===== src/rtl/mips_core_pkg.sv =====
// Shared core types: branch outcome encoding and the pending-branch record.
// No logic; types and defaults only.
// The ADDR_WIDTH macro sets the PC width (32 if not defined elsewhere).
`ifndef ADDR_WIDTH
`define ADDR_WIDTH 32
`endif

package mips_core_pkg;

  localparam int CORE_ADDR_WIDTH            = `ADDR_WIDTH;
  localparam int BRANCH_QUEUE_DEPTH_DEFAULT = 4;

  typedef enum logic {
    NOT_TAKEN = 1'b0,
    TAKEN     = 1'b1
  } BranchOutcome;

  // One predicted conditional branch waiting for EX to resolve it.
  typedef struct packed {
    logic [CORE_ADDR_WIDTH-1:0] pc;
    BranchOutcome               prediction;
    logic [CORE_ADDR_WIDTH-1:0] recovery_target;
  } branch_pending_t;

endpackage


===== src/rtl/branch_pending_fifo.sv =====
// In-order pending-branch queue: storage, wrap-bit pointers, push/pop/clear.
// Latency: push visible at head one cycle later; empty/count are registered.
// Backpressure: push ignored when full (no same-cycle pop bypass); clear wins over push.
module branch_pending_fifo
  import mips_core_pkg::*;
#(
  parameter int DEPTH = BRANCH_QUEUE_DEPTH_DEFAULT
) (
  input  logic                  clk,
  input  logic                  rst_n,
  input  logic                  i_push,
  input  branch_pending_t       i_push_dat,
  input  logic                  i_pop,
  input  logic                  i_clear,
  output branch_pending_t       o_head_dat,
  output logic                  o_empty,
  output logic [$clog2(DEPTH):0] o_count
);

  localparam int            AW      = $clog2(DEPTH);
  localparam int            PW      = AW + 1;
  localparam logic [PW-1:0] PTR_ONE = PW'(1);
  localparam logic [PW-1:0] DEPTH_P = PW'(DEPTH);

  logic [PW-1:0]   wr_ptr_q, wr_ptr_d;
  logic [PW-1:0]   rd_ptr_q, rd_ptr_d;
  branch_pending_t mem_q [DEPTH];
  branch_pending_t mem_d [DEPTH];
  logic            full;

  // The extra pointer bit separates full (MSBs differ) from empty (equal).
  assign o_count    = wr_ptr_q - rd_ptr_q;
  assign o_empty    = (wr_ptr_q == rd_ptr_q);
  assign full       = (o_count == DEPTH_P);
  assign o_head_dat = mem_q[rd_ptr_q[AW-1:0]];

  // Next pointers and storage: clear drops everything left after this cycle's pop,
  // including any same-cycle push.
  always_comb begin
    mem_d    = mem_q;
    wr_ptr_d = wr_ptr_q;
    rd_ptr_d = rd_ptr_q;
    if (i_pop && !o_empty) begin
      rd_ptr_d = rd_ptr_q + PTR_ONE;
    end
    if (i_clear) begin
      rd_ptr_d = wr_ptr_q;
    end else if (i_push && !full) begin
      mem_d[wr_ptr_q[AW-1:0]] = i_push_dat;
      wr_ptr_d                = wr_ptr_q + PTR_ONE;
    end
  end

  // State registers with synchronous active-low reset.
  always_ff @(posedge clk) begin
    if (!rst_n) begin
      wr_ptr_q <= '0;
      rd_ptr_q <= '0;
      for (int i = 0; i < DEPTH; i++) begin
        mem_q[i] <= '0;
      end
    end else begin
      wr_ptr_q <= wr_ptr_d;
      rd_ptr_q <= rd_ptr_d;
      mem_q    <= mem_d;
    end
  end

endmodule


===== src/rtl/branch_resolver.sv =====
// Resolves queued branch predictions against EX outcomes; emits predictor feedback and mispredict redirects.
// Latency: feedback/redirect registered, one cycle after the resolving i_ex_valid.
// Backpressure: o_dec_ready low when queue full; pushes while not ready are dropped. Stats gated by BRANCH_STATS_EN.
module branch_resolver
  import mips_core_pkg::*;
#(
  parameter int DEPTH      = BRANCH_QUEUE_DEPTH_DEFAULT,
  parameter int ADDR_WIDTH = `ADDR_WIDTH
) (
  input  logic                  clk,
  input  logic                  rst_n,
  input  logic                  i_dec_valid,
  input  logic [ADDR_WIDTH-1:0] i_dec_pc,
  input  logic                  i_dec_prediction,
  input  logic [ADDR_WIDTH-1:0] i_dec_recovery_target,
  output logic                  o_dec_ready,
  input  logic                  i_ex_valid,
  input  logic                  i_ex_cond_true,
  input  logic                  i_flush,
  output logic                  o_fb_valid,
  output logic [ADDR_WIDTH-1:0] o_fb_pc,
  output logic                  o_fb_prediction,
  output logic                  o_fb_outcome,
  output logic                  o_redirect_valid,
  output logic [ADDR_WIDTH-1:0] o_redirect_pc,
  output logic                  o_empty,
  output logic                  o_underflow,
  output logic [31:0]           o_stat_resolved,
  output logic [31:0]           o_stat_mispredict
);

  localparam int              CW      = $clog2(DEPTH) + 1;
  localparam logic [CW-1:0]   DEPTH_C = CW'(DEPTH);

  branch_pending_t push_dat;
  branch_pending_t head;
  logic            fifo_empty;
  logic [CW-1:0]   fifo_count;
  logic            resolve;
  logic            mispredict;
  BranchOutcome    outcome;

  logic                  fb_valid_q, fb_valid_d;
  logic [ADDR_WIDTH-1:0] fb_pc_q, fb_pc_d;
  BranchOutcome          fb_prediction_q, fb_prediction_d;
  BranchOutcome          fb_outcome_q, fb_outcome_d;
  logic                  redirect_valid_q, redirect_valid_d;
  logic [ADDR_WIDTH-1:0] redirect_pc_q, redirect_pc_d;
  logic                  underflow_q, underflow_d;

  // Ready depends only on the registered count, so a pop cannot free a slot for the same cycle.
  assign o_dec_ready = (fifo_count < DEPTH_C);
  assign o_empty     = fifo_empty;

  // Resolve only when something is pending; a wrong guess squashes everything younger.
  always_comb begin
    push_dat                 = '0;
    push_dat.pc              = i_dec_pc;
    push_dat.prediction      = BranchOutcome'(i_dec_prediction);
    push_dat.recovery_target = i_dec_recovery_target;
    resolve                  = i_ex_valid && !fifo_empty;
    outcome                  = i_ex_cond_true ? TAKEN : NOT_TAKEN;
    mispredict               = resolve && (outcome != head.prediction);
  end

  branch_pending_fifo #(
    .DEPTH (DEPTH)
  ) u_pending (
    .clk        (clk),
    .rst_n      (rst_n),
    .i_push     (i_dec_valid),
    .i_push_dat (push_dat),
    .i_pop      (resolve),
    .i_clear    (mispredict || i_flush),
    .o_head_dat (head),
    .o_empty    (fifo_empty),
    .o_count    (fifo_count)
  );

  // Output record: pulses for one cycle, payload fields hold between pulses.
  always_comb begin
    fb_valid_d       = resolve;
    fb_pc_d          = fb_pc_q;
    fb_prediction_d  = fb_prediction_q;
    fb_outcome_d     = fb_outcome_q;
    redirect_valid_d = mispredict;
    redirect_pc_d    = redirect_pc_q;
    underflow_d      = underflow_q || (i_ex_valid && fifo_empty);
    if (resolve) begin
      fb_pc_d         = head.pc;
      fb_prediction_d = head.prediction;
      fb_outcome_d    = outcome;
    end
    if (mispredict) begin
      redirect_pc_d = head.recovery_target;
    end
  end

  // Output registers with synchronous active-low reset.
  always_ff @(posedge clk) begin
    if (!rst_n) begin
      fb_valid_q       <= 1'b0;
      fb_pc_q          <= '0;
      fb_prediction_q  <= NOT_TAKEN;
      fb_outcome_q     <= NOT_TAKEN;
      redirect_valid_q <= 1'b0;
      redirect_pc_q    <= '0;
      underflow_q      <= 1'b0;
    end else begin
      fb_valid_q       <= fb_valid_d;
      fb_pc_q          <= fb_pc_d;
      fb_prediction_q  <= fb_prediction_d;
      fb_outcome_q     <= fb_outcome_d;
      redirect_valid_q <= redirect_valid_d;
      redirect_pc_q    <= redirect_pc_d;
      underflow_q      <= underflow_d;
    end
  end

  assign o_fb_valid       = fb_valid_q;
  assign o_fb_pc          = fb_pc_q;
  assign o_fb_prediction  = fb_prediction_q;
  assign o_fb_outcome     = fb_outcome_q;
  assign o_redirect_valid = redirect_valid_q;
  assign o_redirect_pc    = redirect_pc_q;
  assign o_underflow      = underflow_q;

`ifdef BRANCH_STATS_EN
  logic [31:0] stat_resolved_q, stat_resolved_d;
  logic [31:0] stat_mispredict_q, stat_mispredict_d;

  // Saturating counters advance together with the pulses they count; flush does not touch them.
  always_comb begin
    stat_resolved_d   = stat_resolved_q;
    stat_mispredict_d = stat_mispredict_q;
    if (resolve && (stat_resolved_q != 32'hFFFF_FFFF)) begin
      stat_resolved_d = stat_resolved_q + 32'd1;
    end
    if (mispredict && (stat_mispredict_q != 32'hFFFF_FFFF)) begin
      stat_mispredict_d = stat_mispredict_q + 32'd1;
    end
  end

  // Counter registers with synchronous active-low reset.
  always_ff @(posedge clk) begin
    if (!rst_n) begin
      stat_resolved_q   <= '0;
      stat_mispredict_q <= '0;
    end else begin
      stat_resolved_q   <= stat_resolved_d;
      stat_mispredict_q <= stat_mispredict_d;
    end
  end

  assign o_stat_resolved   = stat_resolved_q;
  assign o_stat_mispredict = stat_mispredict_q;
`else
  assign o_stat_resolved   = '0;
  assign o_stat_mispredict = '0;
`endif

endmodule


===== config.mk =====
export PLATFORM = sky130hd
export DESIGN_NAME = branch_resolver
export DESIGN_NICKNAME = d
export VERILOG_FILES = /design/src/rtl/mips_core_pkg.sv /design/src/rtl/branch_pending_fifo.sv /design/src/rtl/branch_resolver.sv
export SDC_FILE = /design/constraint.sdc
export NUM_CORES = 1
export LEC_CHECK = 0
export BUFFER_PORTS_ARGS = -buffer_cell sky130_fd_sc_hd__buf_2
export CAP_MARGIN = 10
export CORE_MARGIN = 2
export CORE_UTILIZATION = 57
export DETAILED_ROUTE_END_ITERATION = 7
export MAX_ROUTING_LAYER = met4
export PLACE_DENSITY = 0.79
export SKIP_CTS_REPAIR_TIMING = 1
export SYNTH_ARGS = -nofsm -noshare
export SYNTH_HDL_FRONTEND = slang
export SYNTH_SLANG_ARGS = --single-unit

===== constraint.sdc =====
create_clock -name clk -period 3.67 [get_ports clk]
set_input_delay 0.1835 -clock clk [delete_from_list [all_inputs] [get_ports clk]]
set_output_delay 0.1835 -clock clk [all_outputs]
set_load 0.02 [all_outputs]

==> results_tabular.tex, run 1 <==
\begin{tabular}{lr}
\hline
Metric & Value \\
\hline
\multicolumn{2}{l}{\textbf{Run status}} \\
\quad Result of the run & finished with violations \\
\quad Violated checks & hold timing \\
\multicolumn{2}{l}{\textbf{Timing}} \\
\quad Tcrit/Tclk final & 82.1\% \\
\quad Unrepaired setup endpoints after global routing & no \\
\quad Final setup viols & 0 \\
\quad Final WS setup & between 0.6 and 0.7 ns \\
\quad Hold slack & -0.0118 ns \\
\quad Worst Skew & roughly 0.012 ns \\
\quad Period minus WS final & between 3 and 4 ns \\
\quad Rel. slew slack & slightly below 40\% \\
\quad Final slew viol count & 0 \\
\quad Slew at the pin closest to its max-slew limit & $\sim$0.92 ns \\
\quad Setup tns final & 0 ns \\
\quad Max Fclk & about 330 MHz \\
\quad Final-report hold violation count & 1 \\
\multicolumn{2}{l}{\textbf{Setup path}} \\
\quad Chain of cells forming the critical path & buf\_4, mux4\_2, xor2\_1, a21oi\_2, buf\_4, nand3\_4, buf\_4, mux2i\_1 \\
\quad Max FO, Critical Path & 43 \\
\quad Delay of the slowest cell on the worst path & 0.65 ns \\
\quad Kind of critical path & reg -> reg \\
\quad Cell at the slowest stage of the critical path & sky130\_fd\_sc\_hd\_\_buf\_4 \\
\quad Critical path's most frequent cell & sky130\_fd\_sc\_hd\_\_buf\_4 \\
\quad Crit path launch type & register \\
\quad Cell family contributing the most delay on the critical path & buffers and inverters \\
\quad Worst path buffer plus inverter count & 3 \\
\quad Data arrival time at the worst-slack endpoint & $\sim$3.4 ns \\
\quad Critical Path Sink Type & register \\
\quad Critical Path RT & 4.09 ns \\
\quad Setup slack of the worst register-to-register path & 0.66 ns \\
\multicolumn{2}{l}{\textbf{Route}} \\
\quad Wire length reported by the detailed router & 31.0 mm \\
\quad Drt first pass iters & 5 \\
\quad Total number of vias & $\sim$10000 \\
\quad Average wire length per cell after detail routing & 16.7 microns \\
\quad DRC violations left & 0 \\
\quad Vias per Instance & 5.38 \\
\quad Remaining antenna violation count & 0 \\
\quad Violation count after the first detailed-routing iteration & $\sim$530 \\
\multicolumn{2}{l}{\textbf{Floorplan}} \\
\quad I/O Pins & 206 \\
\quad Die X-Extent & $\sim$160 microns \\
\quad Number of rows in the core area & 58 \\
\quad Die ar. & 26500 sq um \\
\quad Die H & around 160 microns \\
\quad Core ar. & roughly 25000 sq um \\
\quad Starting utilization of the core area & between 50 and 60\% \\
\multicolumn{2}{l}{\textbf{Logic synthesis}} \\
\quad Fraction of the yosys area taken by sequential cells & between 40\% and 50\% \\
\quad Yosys warnings & 0 \\
\quad Post-synthesis instance total & 1403 \\
\quad Async set or reset register ratio after synthesis & 0\% \\
\quad Predominant post-synthesis flop cell & sky130\_fd\_sc\_hd\_\_dfxtp\_1 \\
\quad Synthesized area & 14400 sq um \\
\quad EDFF count, synth & 0 \\
\quad Synth Register Bits & approximately 340 \\
\quad Avg Inst Size Synth & about 10 sq um \\
\quad Number of library cell types mapped by synthesis & 30 \\
\multicolumn{2}{l}{\textbf{Place}} \\
\quad Worst-case setup slack after placement & 0.712 ns \\
\quad Routability congestion estimate & 0.795 \\
\quad Detailed Place HPWL & a little under 20 mm \\
\quad Port buffer count & between 100 and 150 \\
\quad DP Cell Count & 1795 \\
\multicolumn{2}{l}{\textbf{Cells and area}} \\
\quad Count of inserted antenna diode cells & 0 \\
\quad \# nets final & around 1600 \\
\quad Final standard cell count with taps included and fillers excluded & roughly 1900 \\
\quad Area growth from synthesis to layout & 12.4\% \\
\quad Most common cell after layout, fill and taps aside & sky130\_fd\_sc\_hd\_\_nand2\_1 \\
\quad Layout cell share with drive strength beyond 1 & 19.2\% \\
\quad Commonest cells after routing, fill and taps aside & sky130\_fd\_sc\_hd\_\_nand2\_1, sky130\_fd\_sc\_hd\_\_dfxtp\_1, sky130\_fd\_sc\_hd\_\_mux2i\_1, sky130\_fd\_sc\_hd\_\_buf\_2, sky130\_fd\_sc\_hd\_\_a21boi\_0 \\
\multicolumn{2}{l}{\textbf{Power}} \\
\quad Leakage & $\sim$0.008 uW \\
\quad P per Cell Area & between 500 and 600 nW/um\^{}2 \\
\quad Share of total power in sequential cells & between 40\% and 50\% \\
\quad Total design power & 8170 uW \\
\quad Switching Fraction & 25.0\% \\
\quad Cell-internal power & roughly 6100 uW \\
\quad Switching pwr & 2040 uW \\
\quad Fraction of power consumed by the clock network & between 40\% and 50\% \\
\quad Peak supply drop & between 0.3 and 0.4 mV \\
\quad Part of the total power dissipated in combinational logic & between 10\% and 20\% \\
\multicolumn{2}{l}{\textbf{GRT}} \\
\quad Number of antenna violations at the first check in global routing & 0 \\
\quad Total GRT Usage & around 25\% \\
\quad Number of global-route vias before repair & around 10000 \\
\quad Global route total overflow & 0 \\
\quad Maximum number of pins on one net before global-route repair & between 100 and 150 \\
\quad Global-route wire length before repair & roughly 50 mm \\
\multicolumn{2}{l}{\textbf{Clocking}} \\
\quad TritonCTS clock tree & done \\
\quad Clock buffer count from CTS & 34 \\
\quad Cell at the root of the clock tree & sky130\_fd\_sc\_hd\_\_clkbuf\_16 \\
\quad Total number of clock tree sinks & around 340 \\
\quad Clk\_lat worst skew & 0.51 ns \\
\quad H-tree levels & 2 \\
\quad Post-CTS clock slew at the launch and capture registers of the worst setup and hold paths & around 0.060 ns \\
\quad Number of buffers on the longest clock path & 3 \\
\multicolumn{2}{l}{\textbf{Worst hold path}} \\
\quad Tightest Hold Check Type & in -> reg \\
\multicolumn{2}{l}{\textbf{Run}} \\
\quad Maxcap violations & 0 \\
\hline
\end{tabular}
-- worst paths after layout --
check,start,endpoint,cells past startpoint
hold / removal,i_ex_cond_true,o_fb_outcome,3
setup / recovery,u_pending.rd_ptr_q[1],u_pending.mem_q[71],8
hold reg to reg,u_pending.mem_q[234],u_pending.mem_q[234],2
setup reg to reg,u_pending.rd_ptr_q[1],u_pending.mem_q[71],8
-- worst register-to-register path, delay by kind of cell (launching register included) --
family	cells	cell delay [ns]
multiplexers	2	0.73
AO/OA/AOI/OAI	1	0.21
AND/OR/NAND/NOR	1	0.08
flip-flops	1	0.35
buffers and inverters	3	1.24
XOR/XNOR	1	0.32
-- layer usage --
| layer | up-vias | share of wire, % | GRT usage (%) |
|---|---|---|---|
| met1 | 4882 | 43 | 29.9 |
| met3 | 60 | 4.7 | 3.34 |
| met2 | 261 | 51 | 43.2 |
| met4 | 0 | 2.1 | 6.80 |
| met5 | - | 0 | - |
| li1 | 4790 | - | - |
-- synth_stat cells (2+ instances only) --
| cell | number | area share, % |
|---|---|---|
| sky130_fd_sc_hd__nand3_1 | 6 | 0.21 |
| sky130_fd_sc_hd__o21a_1 | 2 | 0.10 |
| sky130_fd_sc_hd__dfxtp_1 | 335 | 47 |
| sky130_fd_sc_hd__mux4_2 | 65 | 10 |
| sky130_fd_sc_hd__o21ai_0 | 3 | 0.10 |
| sky130_fd_sc_hd__buf_4 | 76 | 4.0 |
| sky130_fd_sc_hd__buf_2 | 11 | 0.38 |
| sky130_fd_sc_hd__and2_1 | 3 | 0.13 |
| sky130_fd_sc_hd__inv_1 | 4 | 0.10 |
| sky130_fd_sc_hd__nand2_1 | 463 | 12 |
| sky130_fd_sc_hd__clkbuf_1 | 63 | 1.6 |
| sky130_fd_sc_hd__xnor2_1 | 4 | 0.24 |
| sky130_fd_sc_hd__ha_1 | 7 | 0.61 |
| sky130_fd_sc_hd__xor2_1 | 2 | 0.12 |
| sky130_fd_sc_hd__mux2i_1 | 262 | 18 |
| sky130_fd_sc_hd__nor2b_1 | 2 | 0.087 |
| sky130_fd_sc_hd__nor2_1 | 2 | 0.052 |
| sky130_fd_sc_hd__buf_1 | 6 | 0.16 |
| sky130_fd_sc_hd__a21boi_0 | 66 | 3.5 |
| sky130_fd_sc_hd__buf_6 | 10 | 0.78 |
| sky130_fd_sc_hd__a21oi_1 | 2 | 0.070 |
-- registers in the layout (all words and copies together), names as in the netlist, 3 cells and up --
register            count
u_pending.wr_ptr_q      3
o_fb_pc                32
u_pending.rd_ptr_q      3
o_redirect_pc          32
u_pending.mem_q       260
-- cell type report --
cell class / count / area (sq um)
clock inverter: 9 / 77.6
clock buffer: 52 / 1050
multi-input combinational: 961 / 6930
tap: 330 / 413
sequential: 335 / 6710
timing repair buffer: 165 / 933
inverter: 4 / 15.0
fill: 1974 / 8830
-- power groups by stage --
| stage | Clock (uW) | Combinational (uW) | Sequential (uW) |
|---|---|---|---|
| after floorplan | 0 | 698 | 3890 |
| after global placement | 0 | 885 | 3880 |
| after detailed placement | 0 | 900 | 3890 |
| after CTS | 3500 | 904 | 3810 |
| after global routing | 3670 | 972 | 3820 |
| final | 3460 | 897 | 3810 |
-- metrics by stage --
stage | hold slack, ns | utilization, % | cell area [sq um]
global route | 0.00282 | 64.6 | 16100
global placement | 0.441 | 60.1 | 15000
CTS | -0.0269 | 64.6 | 16100
detailed placement | 0.451 | 60.1 | 15000
floorplan | 0.328 | - | 14600
finish | -0.0118 | 64.6 | 16100
-- kinds of logic after synthesis --
group	after synthesis	synth area share [%]
AOI/OAI and AO/OA	77	3.94
buffers and inverters	170	7.05
other	1	0.0261
muxes	328	28.6
and+or+nand+nor	479	12.7
adders and majority gates	7	0.610
DFF	335	46.7
xor gates and xnor gates	6	0.366
(Power assumes the default switching activity.)
==> run 2: changes to the inputs <==
ABC_AREA = 1   (was default)
CORE_UTILIZATION = 52   (was 57)
PLACE_DENSITY = 0.76   (was 0.79)
clock period = 2.6 ns   (was 3.67 ns; I/O delays follow)
==> run 2 against run 1 <==
Global-route usage fell by 0.14 points. The run now ends clean. Largest power group unchanged. Clock skew increased by 0.0020 ns. First-iteration DRC count is 87% higher. Area after synthesis rose by 7.4%. Flip-flop and latch count stayed put. Combinational power rose to 2.6 times the previous value. Power is 55% higher. Cell count increased by 58%. Non-clock buffer count increased by 72.
==> results_tabular.tex, run 2 <==
\begin{tabular}{lr}
\hline
Metric & Value \\
\hline
\multicolumn{2}{l}{\textbf{GRT}} \\
\quad Number of global-route vias before repair & 12904 (was 10235) \\
\quad Maximum number of pins on one net before global-route repair & 87 (was 111) \\
\quad Global-route wire length before repair & 61.4 mm (was 51.1 mm) \\
\quad Number of antenna violations at the first check in global routing & 1 (was 0) \\
\quad Total GRT Usage & 24.5\% (was 24.7\%) \\
\quad Global route total overflow & 0 (unchanged) \\
\multicolumn{2}{l}{\textbf{Timing}} \\
\quad Max Fclk & 423 MHz (was 332 MHz) \\
\quad Tcrit/Tclk final & 90.9\% (was 82.1\%) \\
\quad Rel. slew slack & 36.9\% (was 38.7\%) \\
\quad Hold slack & 0.0478 ns (was -0.0118 ns) \\
\quad Setup tns final & 0 ns (unchanged) \\
\quad Period minus WS final & 2.36 ns (was 3.01 ns) \\
\quad Final WS setup & 0.237 ns (was 0.657 ns) \\
\quad Slew at the pin closest to its max-slew limit & 0.947 ns (was 0.919 ns) \\
\quad Final setup viols & 0 (unchanged) \\
\quad Final slew viol count & 0 (unchanged) \\
\quad Worst Skew & 0.0140 ns (was 0.0119 ns) \\
\quad Final-report hold violation count & 0 (was 1) \\
\quad Unrepaired setup endpoints after global routing & no (unchanged) \\
\multicolumn{2}{l}{\textbf{Floorplan}} \\
\quad Die H & 176 microns (was 163 microns) \\
\quad I/O Pins & 206 (unchanged) \\
\quad Starting utilization of the core area & 52.4\% (was 57.5\%) \\
\quad Die ar. & 31000 sq um (was 26500 sq um) \\
\quad Die X-Extent & 176 microns (was 163 microns) \\
\quad Core ar. & 29400 sq um (was 25000 sq um) \\
\quad Number of rows in the core area & 63 (was 58) \\
\multicolumn{2}{l}{\textbf{Route}} \\
\quad Remaining antenna violation count & 0 (unchanged) \\
\quad Drt first pass iters & 5 (unchanged) \\
\quad Vias per Instance & 4.86 (was 5.38) \\
\quad Wire length reported by the detailed router & 37.7 mm (was 31.0 mm) \\
\quad DRC violations left & 0 (unchanged) \\
\quad Average wire length per cell after detail routing & 12.9 microns (was 16.7 microns) \\
\quad Violation count after the first detailed-routing iteration & 983 (was 527) \\
\quad Total number of vias & 14225 (was 9993) \\
\multicolumn{2}{l}{\textbf{Setup path}} \\
\quad Kind of critical path & reg -> reg (unchanged) \\
\quad Data arrival time at the worst-slack endpoint & 2.76 ns (was 3.44 ns) \\
\quad Origin of the critical flop-to-flop path & u\_pending.wr\_ptr\_q[0] (was u\_pending.rd\_ptr\_q[1]) \\
\quad Critical Path Sink Type & register (unchanged) \\
\quad Crit path launch type & register (unchanged) \\
\quad Cell count of the worst reg-to-reg path & 11 (was 8) \\
\quad Max FO, Critical Path & 50 (was 43) \\
\quad Setup slack of the worst register-to-register path & 0.24 ns (was 0.66 ns) \\
\quad Chain of cells forming the critical path & inv\_1, ha\_1, nand2\_1, inv\_1, a21oi\_4, nand3\_4, nand4\_4, buf\_4, nand2\_1, nand2\_1, nor2\_1 (was buf\_4, mux4\_2, xor2\_1, a21oi\_2, buf\_4, nand3\_4, buf\_4, mux2i\_1) \\
\quad Critical Path RT & 3.00 ns (was 4.09 ns) \\
\quad Cell at the slowest stage of the critical path & sky130\_fd\_sc\_hd\_\_buf\_4 (unchanged) \\
\quad Delay of the slowest cell on the worst path & 0.48 ns (was 0.65 ns) \\
\quad Critical path's most frequent cell & sky130\_fd\_sc\_hd\_\_nand2\_1 (was sky130\_fd\_sc\_hd\_\_buf\_4) \\
\quad Endpoint of the most critical register-to-register path & u\_pending.mem\_q[207] (was u\_pending.mem\_q[71]) \\
\multicolumn{2}{l}{\textbf{Clocking}} \\
\quad Number of buffers on the longest clock path & 3 (unchanged) \\
\quad Clk\_lat worst skew & 0.51 ns (about the same) \\
\quad Post-CTS clock slew at the launch and capture registers of the worst setup and hold paths & 0.06 ns (about the same) \\
\quad Total number of clock tree sinks & 335 (unchanged) \\
\quad Clock buffer count from CTS & 36 (was 34) \\
\quad TritonCTS clock tree & done (unchanged) \\
\quad Cell at the root of the clock tree & sky130\_fd\_sc\_hd\_\_clkbuf\_16 (unchanged) \\
\quad H-tree levels & 2 (unchanged) \\
\multicolumn{2}{l}{\textbf{Place}} \\
\quad Port buffer count & 141 (unchanged) \\
\quad Area of placed instances & 16100 sq um (was 15000 sq um) \\
\quad Worst-case setup slack after placement & 0.144 ns (was 0.712 ns) \\
\quad Detailed Place HPWL & 22.2 mm (was 19.4 mm) \\
\quad DP Cell Count & 2797 (was 1795) \\
\quad Routability congestion estimate & 0.827 (was 0.795) \\
\multicolumn{2}{l}{\textbf{Cells and area}} \\
\quad Commonest cells after routing, fill and taps aside & sky130\_fd\_sc\_hd\_\_nand2\_1, sky130\_fd\_sc\_hd\_\_nor2\_1, sky130\_fd\_sc\_hd\_\_dfxtp\_1, sky130\_fd\_sc\_hd\_\_inv\_1, sky130\_fd\_sc\_hd\_\_o21ai\_0 (was sky130\_fd\_sc\_hd\_\_nand2\_1, sky130\_fd\_sc\_hd\_\_dfxtp\_1, sky130\_fd\_sc\_hd\_\_mux2i\_1, sky130\_fd\_sc\_hd\_\_buf\_2, sky130\_fd\_sc\_hd\_\_a21boi\_0) \\
\quad Multi-input logic area & 6700 sq um (was 6930 sq um) \\
\quad Fin area & 17800 sq um (was 16100 sq um) \\
\quad Register containing the most flip-flops in the final layout & u\_pending.mem\_q (unchanged) \\
\quad Layout cell share with drive strength beyond 1 & 9.04\% (was 19.2\%) \\
\quad \# nets final & 2589 (was 1579) \\
\quad Most common cell after layout, fill and taps aside & sky130\_fd\_sc\_hd\_\_nand2\_1 (unchanged) \\
\quad Area growth from synthesis to layout & 15.5\% (was 12.4\%) \\
\quad Register Area & 6710 sq um (about the same) \\
\quad Number of flip-flops under the largest register name & 260 (unchanged) \\
\quad Fillers & 2708 (was 1974) \\
\quad Final standard cell count with taps included and fillers excluded & 2924 (was 1856) \\
\multicolumn{2}{l}{\textbf{Power}} \\
\quad P per Cell Area & 712 nW/um\^{}2 (was 506 nW/um\^{}2) \\
\quad Leakage & 0.00922 uW (was 0.00778 uW) \\
\quad Peak supply drop & 0.565 mV (was 0.330 mV) \\
\multicolumn{2}{l}{\textbf{Worst hold path}} \\
\quad Hold Path Cell Cnt & 3 (unchanged) \\
\quad Hold-critical path endpoint & u\_pending.mem\_q[47] (was o\_fb\_outcome) \\
\quad Tightest Hold Check Type & in -> reg (unchanged) \\
\quad Start point of the worst hold path & rst\_n (was i\_ex\_cond\_true) \\
\multicolumn{2}{l}{\textbf{Logic synthesis}} \\
\quad Adder and majority gate portion of the synthesized area & 0.568\% (was 0.610\%) \\
\quad Number of library cell types mapped by synthesis & 21 (was 30) \\
\quad Post-synthesis instance total & 2385 (was 1403) \\
\quad Predominant post-synthesis flop cell & sky130\_fd\_sc\_hd\_\_dfxtp\_1 (unchanged) \\
\quad Top-area cell type share of the netlist area & 43.5\% (was 46.7\%) \\
\quad Synthesized area & 15400 sq um (was 14400 sq um) \\
\quad Synth Area in XOR/XNOR & 0.170\% (was 0.366\%) \\
\quad Area contributors post-synth & sky130\_fd\_sc\_hd\_\_dfxtp\_1, sky130\_fd\_sc\_hd\_\_nand2\_1, sky130\_fd\_sc\_hd\_\_nor2\_1 (was sky130\_fd\_sc\_hd\_\_dfxtp\_1, sky130\_fd\_sc\_hd\_\_mux2i\_1, sky130\_fd\_sc\_hd\_\_nand2\_1) \\
\quad Post-synth top area cell & sky130\_fd\_sc\_hd\_\_dfxtp\_1 (unchanged) \\
\quad Commonest cells in the netlist & sky130\_fd\_sc\_hd\_\_nand2\_1, sky130\_fd\_sc\_hd\_\_nor2\_1, sky130\_fd\_sc\_hd\_\_dfxtp\_1, sky130\_fd\_sc\_hd\_\_inv\_1, sky130\_fd\_sc\_hd\_\_o21ai\_0 (was sky130\_fd\_sc\_hd\_\_nand2\_1, sky130\_fd\_sc\_hd\_\_dfxtp\_1, sky130\_fd\_sc\_hd\_\_mux2i\_1, sky130\_fd\_sc\_hd\_\_buf\_4, sky130\_fd\_sc\_hd\_\_a21boi\_0) \\
\quad Yosys warnings & 0 (unchanged) \\
\quad Library cell with the highest instance count after synthesis & sky130\_fd\_sc\_hd\_\_nand2\_1 (unchanged) \\
\quad Combinational family with the most area after synthesis & simple AND/OR/NAND/NOR gates (was multiplexers) \\
\quad Post-synthesis compound-gate area fraction & 13.3\% (was 3.94\%) \\
\quad Area share of and/or/nand/nor cells after synthesis & 27.6\% (was 12.7\%) \\
\quad Mux share of post-synthesis cell area & 0\% (was 28.6\%) \\
\quad Async set or reset register ratio after synthesis & 0\% (unchanged) \\
\quad EDFF count, synth & 0 (unchanged) \\
\quad Avg Inst Size Synth & 6.46 sq um (was 10.2 sq um) \\
\quad Synth Register Bits & 335 (unchanged) \\
\quad Fraction of the yosys area taken by sequential cells & 43.5\% (was 46.7\%) \\
\multicolumn{2}{l}{\textbf{Run status}} \\
\quad Result of the run & finished, final reports clean (was finished with violations) \\
\multicolumn{2}{l}{\textbf{Run}} \\
\quad Maxcap violations & 0 (unchanged) \\
\hline
\end{tabular}
-- run 2: cell count changes after synthesis, sizes merged, moves of 33 or more --
cell    change
nor2      +522
inv       +304
mux2i     -262
o21ai     +192
a21oi     +166
nand2     +122
a21boi     -66
mux4       -65
buf        +36
a31oi      +33
-- run 2: area by class of cell --
type                       instances  area share (%)
antenna                            1          0.0141
multi-input combinational       1593            37.6
clock buffer                      56            5.88
inverter                         308            6.51
clock inverter                     4           0.112
sequential                       335            37.7
timing repair buffer             237            9.44
tap                              390            2.74
-- run 2: stage by stage --
stage	power [uW]	utilization [%]
finish	12700	60.6
floorplan	7360	-
CTS	12700	58.3
global placement	7910	54.7
global route	13300	60.6
detailed placement	7980	54.7
-- run 2: layer usage --
| metal | global-route usage [%] | vias up | wire length (microns) |
|---|---|---|---|
| met3 | 3.94 | 54 | 2200 |
| met2 | 40.9 | 354 | 17700 |
| met1 | 30.7 | 6477 | 17000 |
| met4 | 7.06 | 0 | 745 |
| met5 | - | - | 0 |
| li1 | - | 7340 | - |
-- run 2: where the power goes --
group / leakage, uW / switching [uW] / internal, uW
Clock: 0.000524 / 1960 / 2750
Sequential: 0.00272 / 175 / 5490
Combinational: 0.00598 / 1580 / 724
-- run 2: how the worst max path moves through the flow --
stage / from / to / cells past startpoint / slack [ns]
after floorplan: u_pending.rd_ptr_q[1] / u_pending.mem_q[22] / 14 / 0.16
after global placement: u_pending.wr_ptr_q[0] / u_pending.mem_q[104] / 11 / 0.29
after detailed placement: u_pending.wr_ptr_q[0] / u_pending.mem_q[118] / 11 / 0.14
after CTS: u_pending.wr_ptr_q[0] / u_pending.mem_q[91] / 11 / 0.13
after global routing: u_pending.wr_ptr_q[0] / u_pending.mem_q[196] / 11 / 0.07
final: u_pending.wr_ptr_q[0] / u_pending.mem_q[207] / 11 / 0.24
-- run 2: cells by family after synthesis --
kind of cell,Yosys count
XOR/XNOR,3
flip-flops,335
buffers and inverters,520
adder cells (fa/ha/maj),7
AND/OR/NAND/NOR,1120
AO/OA/AOI/OAI,399
other,1
-- run 2: critical path: cells and delay by family, from the launching register on --
| kind | cells | cell delay [ns] |
|---|---|---|
| adder cells (fa/ha/maj) | 1 | 0.29 |
| buffers and inverters | 3 | 0.69 |
| flip-flops | 1 | 0.38 |
| AND/OR/NAND/NOR | 6 | 0.68 |
| AO/OA/AOI/OAI | 1 | 0.20 |
